File: config.mk
export PLATFORM = sky130hd
export DESIGN_NAME = alu_pipe_flat
export DESIGN_NICKNAME = d
export VERILOG_FILES = /design/src/rtl/alu_pkg.sv /design/src/rtl/alu_pipe_if.sv /design/src/rtl/alu_mul_seq.sv /design/src/rtl/alu_pipe.sv /design/src/flat_wrapper.sv
export SDC_FILE = /design/constraint.sdc
export NUM_CORES = 1
export LEC_CHECK = 0
export CORE_MARGIN = 1
export CORE_UTILIZATION = 43
export CTS_CLUSTER_DIAMETER = 50
export DETAILED_ROUTE_END_ITERATION = 10
export PLACE_DENSITY = 0.69
export SYNTH_ARGS = -nofsm -noshare
export SYNTH_HDL_FRONTEND = slang
export SYNTH_SLANG_ARGS = --single-unit
File: constraint.sdc
create_clock -name clk -period 7.6 [get_ports clk]
set_input_delay 1.9 -clock clk [delete_from_list [all_inputs] [get_ports clk]]
set_output_delay 1.9 -clock clk [all_outputs]
set_load 0.01 [all_outputs]
File: src/rtl/alu_pkg.sv
// alu_pkg: shared op encodings, controller states and status-flag bundle for alu_pipe.
package alu_pkg;
    typedef enum logic [2:0] {
        ALU_ADD = 3'b000,
        ALU_SUB = 3'b001,
        ALU_AND = 3'b010,
        ALU_OR  = 3'b011,
        ALU_XOR = 3'b100,
        ALU_SLL = 3'b101,
        ALU_SRL = 3'b110,
        ALU_MUL = 3'b111
    } alith_e;

    typedef enum logic [0:0] {IDLE, MUL_BUSY} state_e;

    typedef struct packed {
        logic zero;
        logic carry;
        logic ovf;
        logic neg;
    } flags_t;
endpackage

File: src/rtl/alu_pipe_if.sv
// alu_pipe_if: operand (in_*) and result (out_*) handshakes of alu_pipe; master = producer/consumer side, slave = ALU.
interface alu_pipe_if #(parameter int WIDTH = 16);
    logic             in_valid;
    logic             in_ready;
    logic [2:0]       alith;
    logic [WIDTH-1:0] source1;
    logic [WIDTH-1:0] source2;
    logic             out_valid;
    logic             out_ready;
    logic [WIDTH-1:0] alu_out;
    logic             flag_zero;
    logic             flag_carry;
    logic             flag_ovf;
    logic             flag_neg;
    logic             op_err;

    modport master (
        output in_valid, alith, source1, source2, out_ready,
        input  in_ready, out_valid, alu_out, flag_zero, flag_carry, flag_ovf, flag_neg, op_err
    );

    modport slave (
        input  in_valid, alith, source1, source2, out_ready,
        output in_ready, out_valid, alu_out, flag_zero, flag_carry, flag_ovf, flag_neg, op_err
    );
endinterface

File: src/rtl/alu_mul_seq.sv
// alu_mul_seq: unsigned shift-add multiplier, one partial product per cycle, WIDTH steps after start.
module alu_mul_seq #(parameter int WIDTH = 16) (
    input  logic                 clk,
    input  logic                 rst,
    input  logic                 start,
    input  logic [WIDTH-1:0]     a,
    input  logic [WIDTH-1:0]     b,
    output logic                 done,
    output logic [2*WIDTH-1:0]   product
);
    localparam int CW = $clog2(WIDTH);
    logic               busy;
    logic [CW-1:0]      cnt;
    logic [2*WIDTH-1:0] mcand;
    logic [WIDTH-1:0]   mplier;
    // done stays high until the next start so the owner can wait for a free output slot
    always_ff @(posedge clk) begin
        if (rst) begin
            busy    <= 1'b0;
            done    <= 1'b0;
            cnt     <= '0;
            mcand   <= '0;
            mplier  <= '0;
            product <= '0;
        end else if (start) begin
            busy    <= 1'b1;
            done    <= 1'b0;
            cnt     <= '0;
            mcand   <= {{WIDTH{1'b0}}, a};
            mplier  <= b;
            product <= '0;
        end else if (busy) begin
            product <= product + (mplier[0] ? mcand : '0);
            mcand   <= mcand << 1;
            mplier  <= mplier >> 1;
            cnt     <= cnt + CW'(1);
            busy    <= cnt != CW'(WIDTH - 1);
            done    <= cnt == CW'(WIDTH - 1);
        end
    end
endmodule

File: src/rtl/alu_pipe.sv
// alu_pipe: registered WIDTH-bit ALU with valid/ready on both sides and status flags.
// Define ALU_MUL_EN to build the iterative multiplier; otherwise MUL returns op_err in one cycle.
module alu_pipe import alu_pkg::*; #(parameter int WIDTH = 16) (
    input logic       clk,
    input logic       rst,
    alu_pipe_if.slave bus
);
    localparam int SW = $clog2(WIDTH);

    alith_e             op;
    alith_e             cop;
    logic [WIDTH-1:0]   a;
    logic [WIDTH-1:0]   b;
    logic [SW-1:0]      shamt;
    logic [WIDTH:0]     sum;
    logic [WIDTH:0]     dif;
    logic [2*WIDTH-1:0] shl;
    logic [2*WIDTH-1:0] shr;
    logic [WIDTH-1:0]   res;
    flags_t             fl;
    logic               err;
    logic [WIDTH-1:0]   out_q;
    flags_t             fl_q;
    logic               err_q;
    logic               valid_q;
    logic               slot_free;
    logic               accept;
    logic               wr;

    assign op        = alith_e'(bus.alith);
    assign a         = bus.source1;
    assign b         = bus.source2;
    assign shamt     = b[SW-1:0];
    assign slot_free = !valid_q || bus.out_ready;
    assign accept    = bus.in_valid && bus.in_ready;

`ifdef ALU_MUL_EN
    localparam logic [0:0] ST_IDLE     = IDLE;
    localparam logic [0:0] ST_MUL_BUSY = MUL_BUSY;
    logic [0:0]         state;
    logic               mul_done;
    logic               mul_wr;
    logic [2*WIDTH-1:0] prod;

    alu_mul_seq #(.WIDTH(WIDTH)) u_mul (
        .clk     (clk),
        .rst     (rst),
        .start   (accept && op == ALU_MUL),
        .a       (a),
        .b       (b),
        .done    (mul_done),
        .product (prod)
    );

    assign bus.in_ready = state == ST_IDLE && slot_free;
    assign mul_wr       = state == ST_MUL_BUSY && mul_done && slot_free;
    assign wr           = (accept && op != ALU_MUL) || mul_wr;
    // the live op bus is unrelated to a finishing multiply, so force the MUL result path
    assign cop          = mul_wr ? ALU_MUL : op;

    always_ff @(posedge clk) begin
        if (rst)
            state <= ST_IDLE;
        else if (accept && op == ALU_MUL)
            state <= ST_MUL_BUSY;
        else if (mul_wr)
            state <= ST_IDLE;
    end
`else
    assign bus.in_ready = slot_free;
    assign wr           = accept;
    assign cop          = op;
`endif

    always_comb begin
        sum = {1'b0, a} + {1'b0, b};
        dif = {1'b0, a} - {1'b0, b};
        shl = {{WIDTH{1'b0}}, a} << shamt;
        shr = {a, {WIDTH{1'b0}}} >> shamt;
        res = '0;
        fl  = '0;
        err = 1'b0;
        case (cop)
            ALU_ADD: begin
                res      = sum[WIDTH-1:0];
                fl.carry = sum[WIDTH];
                fl.ovf   = (a[WIDTH-1] == b[WIDTH-1]) && (sum[WIDTH-1] != a[WIDTH-1]);
            end
            ALU_SUB: begin
                res      = dif[WIDTH-1:0];
                fl.carry = dif[WIDTH];
                fl.ovf   = (a[WIDTH-1] != b[WIDTH-1]) && (dif[WIDTH-1] != a[WIDTH-1]);
            end
            ALU_AND: res = a & b;
            ALU_OR:  res = a | b;
            ALU_XOR: res = a ^ b;
            ALU_SLL: begin
                res      = shl[WIDTH-1:0];
                fl.carry = |shamt && shl[WIDTH];
            end
            ALU_SRL: begin
                res      = shr[2*WIDTH-1:WIDTH];
                fl.carry = |shamt && shr[WIDTH-1];
            end
`ifdef ALU_MUL_EN
            ALU_MUL: begin
                res      = prod[WIDTH-1:0];
                fl.carry = |prod[2*WIDTH-1:WIDTH];
            end
`else
            ALU_MUL: err = 1'b1;
`endif
            default: ;
        endcase
        fl.zero = res == '0;
        fl.neg  = res[WIDTH-1];
    end

    always_ff @(posedge clk) begin
        if (rst) begin
            valid_q <= 1'b0;
            out_q   <= '0;
            fl_q    <= '0;
            err_q   <= 1'b0;
        end else if (wr) begin
            valid_q <= 1'b1;
            out_q   <= res;
            fl_q    <= fl;
            err_q   <= err;
        end else if (bus.out_ready) begin
            valid_q <= 1'b0;
        end
    end

    assign bus.out_valid  = valid_q;
    assign bus.alu_out    = out_q;
    assign bus.flag_zero  = fl_q.zero;
    assign bus.flag_carry = fl_q.carry;
    assign bus.flag_ovf   = fl_q.ovf;
    assign bus.flag_neg   = fl_q.neg;
    assign bus.op_err     = err_q;
endmodule

File: src/flat_wrapper.sv
// flat-port wrapper written by rule: the top's interface ports become plain ports
module alu_pipe_flat import alu_pkg::*;
#(parameter int WIDTH = 16)
  (clk, rst, bus_in_valid, bus_alith, bus_source1, bus_source2, bus_out_ready, bus_in_ready, bus_out_valid, bus_alu_out, bus_flag_zero, bus_flag_carry, bus_flag_ovf, bus_flag_neg, bus_op_err);
  alu_pipe_if #(.WIDTH(WIDTH)) bus_i ();
  input logic clk;
  input logic rst;
  input wire logic [$bits(bus_i.in_valid)-1:0] bus_in_valid;
  input wire logic [$bits(bus_i.alith)-1:0] bus_alith;
  input wire logic [$bits(bus_i.source1)-1:0] bus_source1;
  input wire logic [$bits(bus_i.source2)-1:0] bus_source2;
  input wire logic [$bits(bus_i.out_ready)-1:0] bus_out_ready;
  output wire logic [$bits(bus_i.in_ready)-1:0] bus_in_ready;
  output wire logic [$bits(bus_i.out_valid)-1:0] bus_out_valid;
  output wire logic [$bits(bus_i.alu_out)-1:0] bus_alu_out;
  output wire logic [$bits(bus_i.flag_zero)-1:0] bus_flag_zero;
  output wire logic [$bits(bus_i.flag_carry)-1:0] bus_flag_carry;
  output wire logic [$bits(bus_i.flag_ovf)-1:0] bus_flag_ovf;
  output wire logic [$bits(bus_i.flag_neg)-1:0] bus_flag_neg;
  output wire logic [$bits(bus_i.op_err)-1:0] bus_op_err;
  assign bus_i.in_valid = bus_in_valid;
  assign bus_i.alith = bus_alith;
  assign bus_i.source1 = bus_source1;
  assign bus_i.source2 = bus_source2;
  assign bus_i.out_ready = bus_out_ready;
  assign bus_in_ready = bus_i.in_ready;
  assign bus_out_valid = bus_i.out_valid;
  assign bus_alu_out = bus_i.alu_out;
  assign bus_flag_zero = bus_i.flag_zero;
  assign bus_flag_carry = bus_i.flag_carry;
  assign bus_flag_ovf = bus_i.flag_ovf;
  assign bus_flag_neg = bus_i.flag_neg;
  assign bus_op_err = bus_i.op_err;
  alu_pipe #(.WIDTH(WIDTH)) u_core (.clk(clk), .rst(rst), .bus(bus_i));
endmodule
# [Word-level counts from Yosys, hierarchy flattened]
# Index checks and enable logic that the tools add are counted.
# Widths: inputs -> output; s select.
[op_classes] addsub=2 n_mul=0 n_div=0 n_lt_le_gt_ge=0 n_eq_ne=11 n_shift=2 n_mux=6 n_bitwise=3 n_reduce_logical=11
[ops] op="$pmux 16 s7" n=1
[ops] op="$shr 32x4->32" n=1
[ops] op="$add 16x16->17" n=1
[ops] op="$shl 16x4->17" n=1
[ops] op="$sub 16x16->17" n=1
[ops] op="$and 16x16->16" n=1
[ops] op="$logic_not 16->1" n=1
[ops] op="$or 16x16->16" n=1
[ops] op="$xor 16x16->16" n=1
[ops] op="$eq 3x3->1 const B" n=4
[ops] op="$eq 3x2->1 const B" n=2
[ops] op="$logic_and 1x1->1" n=5
[ops] op="$pmux 1 s4" n=1
[ops] op="$reduce_or 4->1" n=1
[ops] op="$eq 3x1->1 const B" n=1
[ops] op="$logic_not 3->1" n=1
[ops] op="$mux 1" n=3
[ops] op="$ne 1x1->1" n=3
[ops] op="$pmux 1 s2" n=1
[ops] op="$reduce_bool 2->1" n=1
[ops] op="$eq 1x1->1" n=1
[ops] op="$logic_not 1->1" n=1
[ops] op="$logic_or 1x1->1" n=1
[totals] reg_bits=22 latchBits=0 ramBits=0 romBits=0 inputBits=39 wordCells=42 n_memories=0

# [Depth between registers and ports, before layout]
[logic_depth] depth_word=4 ltp_mapped=13 depth_no_buf=13

# [Worst setup path after synthesis]
# OpenSTA, ideal clock, no wires.
[synth_path] path_type="input port to flip-flop" startpoint="input bus_source2[2]" endpoint="register u_core.fl_q, in the netlist u_core.bus.flag_zero" arrival_ns=4.738 path_slack_ns=2.802 cell_stages=13 path_buffers=2 cell_sequence="inv_2 -> buf_1 -> ha_1 -> buf_2 -> nor2b_1 -> o2111ai_1 -> nand3_1 -> a32o_1 -> o22ai_1 -> o2111ai_1 -> or4b_1 -> nor4_1 -> a41o_1"
[synth_between] elab_chain_cells=3
[synth_lines] element="start: declaration" line_no="flat_wrapper.sv:11" text="input wire logic [$bits(bus_i.source2)-1:0] bus_source2;"
[synth_lines] element="$sub 16x16->17, or another cell as far along" line_no="alu_pipe.sv:77" text="dif = {1'b0, a} - {1'b0, b};"
[synth_lines] element="$pmux 16 s7 *" line_no="alu_pipe.sv:83" text="case (cop)"
[synth_lines] element="$logic_not 16->1 *" line_no="alu_pipe.sv:115" text="fl.zero = res == '0;"
[synth_lines] element="end signal: assignment" line_no="alu_pipe.sv:128" text="fl_q <= fl;"
[synth_lines] element="end: declaration" line_no="alu_pipe.sv:23" text="flags_t fl_q;"
# Every way passes the cells marked *; elsewhere a longest branch is shown, timed or not.
# A chain may end at the register's enable or synchronous reset.

# [Worst setup path after layout]
[layout_path] startpoint="input bus_source2[1]" endpoint="register u_core.fl_q, in the netlist u_core.bus.flag_zero"
# Same word-level chain as after synthesis.

==> impl_metrics.py <==
metrics = {
    "setup_path": {
        "worstSetupStartpointType": "input port",
        "worstSetupPathType": "in2reg",
        "endpoint_kind": "flop",
        "required_ns": 7.81,
        "arrival_ns": 6.01,
        "critical_path.max_fanout": 39,
    },
    "routing": {
        "drt_iter0_drc": 533,
        "viasPerCell": 6.593,
        "wirelength_um": 17750,
        "avgRoutedWirePerCell_um": 21.95,
        "dr_total_vias": 5334,
        "drc": 0,
        "drt.antenna.violating_nets": 0,
        "drtPass1Iterations": 5,
    },
    "timing": {
        "slew-limit-headroom_pct": 38.69,
        "setup_viol": 0,
        "tns_ns": 0,
        "max_freq_mhz": 172.5,
        "tightestPinTransition_ns": 0.9196,
        "slew_viol_final": 0,
        "fin_crit_sh_pct": 76.28,
        "skew_ns": 0.004826,
        "hold_violations": 0,
        "rsz0062_at_grt": "no",
        "period_needed_ns": 5.797,
    },
    "final_layout": {
        "utilization_pct": 50.11,
        "area_growth_pct": 13.54,
        "drive_above_1_share_pct": 8.371,
        "layout.nets": 763,
        "diodes": 0,
    },
    "placed_design": {
        "post-dp-hpwl_um": 13670,
        "io_buffers": 61,
        "place_congestion": 0.9621,
    },
    "synth": {
        "ys.warnings.count": 0,
        "synth_commonest_cells": "nor2_1, nand2_1, ha_1",
        "synth_top_area_share_pct": 13.54,
        "yosysTopAreaCell": "ha_1",
        "netlist_top_cells_area": "ha_1, mux4_2, dfxtp_1",
        "synth-seq-area-share_pct": 8.748,
        "synthArstFlopShare_pct": 0,
        "synth_cells": 644,
        "synth_most_common_cell": "nor2_1",
        "synth_cell_types": 79,
        "ys.flop_type": "dfxtp_1",
        "synthesis.area_um2": 4806,
        "synth_edf_count": 0,
        "avgSynthCellArea_um2": 7.463,
        "syn-num-nets": 737,
        "ys_ff_latch": 21,
    },
    "cts": {
        "cts.hold.buffers_added": 0,
        "post_cts_resized": 0,
        "cts_root_buf": "clkbuf_8",
        "cts.sinks": 21,
        "numCtsBuffers": 3,
        "cts_setup_buffers": 0,
        "htree_levels": 1,
        "ctsLongestPathBuffers": 2,
        "clk_pin_slew_ns": 0.07,
        "clk_latency_ns": 0.27,
        "cts_tree": "yes",
    },
    "global_route": {
        "antenna_found_initial": 0,
        "grt_max_degree": 42,
        "grt_first_pass_wirelength_um": 27630,
        "grt_overflow": 0,
        "track_usage_pct": 30.99,
        "grt_pass1_vias": 4874,
    },
    "power_and_ir_drop": {
        "vdd_drop_max_v": 0.00009966,
        "power.leakage_nw": 2.208,
        "power.total_mw": 0.5607,
        "cellPowerDensity_nw_per_um2": 102.8,
    },
    "flow_run": {
        "maxCapViolations": 0,
    },
    "hold_path": {
        "hold_path.class": "reg2reg",
    },
    "floorplanning": {
        "rows": 38,
        "fp.dieH_um": 107.7,
        "die_x_um": 107.7,
        "die-area_um2": 11600,
        "core_um2": 10890,
        "start_util_pct": 44.14,
        "io_pins": 62,
    },
    "run_status": {
        "outcome": "completed",
    },
}
[layout by cell type (no fill, tap or decap), types with 5 or more instances in the layout]
cell	count
a211oi_1	23
a21oi_1	51
a221oi_1	7
a31oi_1	8
buf_4	6
clkdlybuf4s50_1	59
dfxtp_1	21
ha_1	52
inv_1	49
mux2i_1	10
mux4_2	20
nand2_1	54
nand2b_1	10
nand3_1	10
nor2_1	67
nor2b_1	8
nor3_1	24
o211ai_1	6
o21ai_0	38
o22ai_1	5
o31ai_1	5
or2_2	6
or3_1	5
xor2_1	5
[stage by stage]
step                      hold WS (ns)  instances  instance area, um^2  setup slack (ns)
after floorplan                 0.4761        644                 4806             2.802
after global placement          0.4410        805                 5411             1.729
after detailed placement        0.4520        805                 5411             1.606
after CTS                       0.4609        809                 5456             1.869
after global routing            0.4738        809                 5456             1.420
final                           0.4623        809                 5456             1.803
[final timing paths]
check | from | end | slack (ns) | cells past startpoint
setup / recovery | bus_source2[1] | u_core.bus.flag_zero | 1.80 | 12
hold reg to reg | u_core.bus.alu_out[13] | u_core.bus.alu_out[13] | 0.46 | 2
setup reg to reg | u_core.bus.out_valid | u_core.bus.flag_zero | 4.50 | 8
hold / removal | u_core.bus.alu_out[13] | u_core.bus.alu_out[13] | 0.46 | 2
[flip-flops by register name (all words and copies together), names as in the netlist]
| signal | cells |
|---|---|
| u_core.bus.flag_ovf | 1 |
| u_core.bus.op_err | 1 |
| u_core.bus.flag_zero | 1 |
| u_core.bus.alu_out | 15 |
| u_core.bus.flag_neg | 1 |
| u_core.bus.out_valid | 1 |
| u_core.bus.flag_carry | 1 |
[layout make-up]
type | instances | area (um^2)
inverter | 51 | 191.4
multi-input combinational | 526 | 3979
clock buffer | 4 | 45.04
timing repair buffer | 67 | 645.6
sequential | 21 | 420.4
fill | 1135 | 5431
tap | 140 | 175.2
[worst max-delay path: stages]
cell	delay, ns
buf_2	0.65
inv_1	0.39
ha_1	0.42
or2_2	0.32
a221oi_1	0.43
o211ai_1	0.22
and2_1	0.24
xor2_1	0.15
a2111oi_0	0.73
nand2_1	0.11
nor4_1	0.23
a41o_1	0.20
[logic make-up after synthesis]
logic type               after synthesis  share of synthesized area [%]
XOR/XNOR                               8                          1.458
buffers and inverters                 97                          8.565
flip-flops                            21                          8.748
AND/OR/NAND/NOR                      214                          21.66
multiplexers                          39                          14.58
adder cells (fa/ha/maj)               54                          14.37
AO/OA/AOI/OAI                        211                          30.62
[report_power, final]
part / total, mW / switching [mW] / internal (mW)
clock network: 0.0734 / 0.0360 / 0.0374
registers: 0.123 / 0.00429 / 0.119
logic: 0.364 / 0.218 / 0.146
[metal layers]
layer / up-vias / global-route usage (%) / routed length (um) / part of all wire (%)
li1: 2458 / - / - / -
met1: 2525 / 41.49 / 7370 / 42
met2: 310 / 50.05 / 8148 / 46
met3: 41 / 2.966 / 1516 / 8.5
met4: 0 / 14.09 / 718 / 4.0
met5: - / 0 / 0 / 0
No activity file was read; power rests on OpenSTA's default activity.
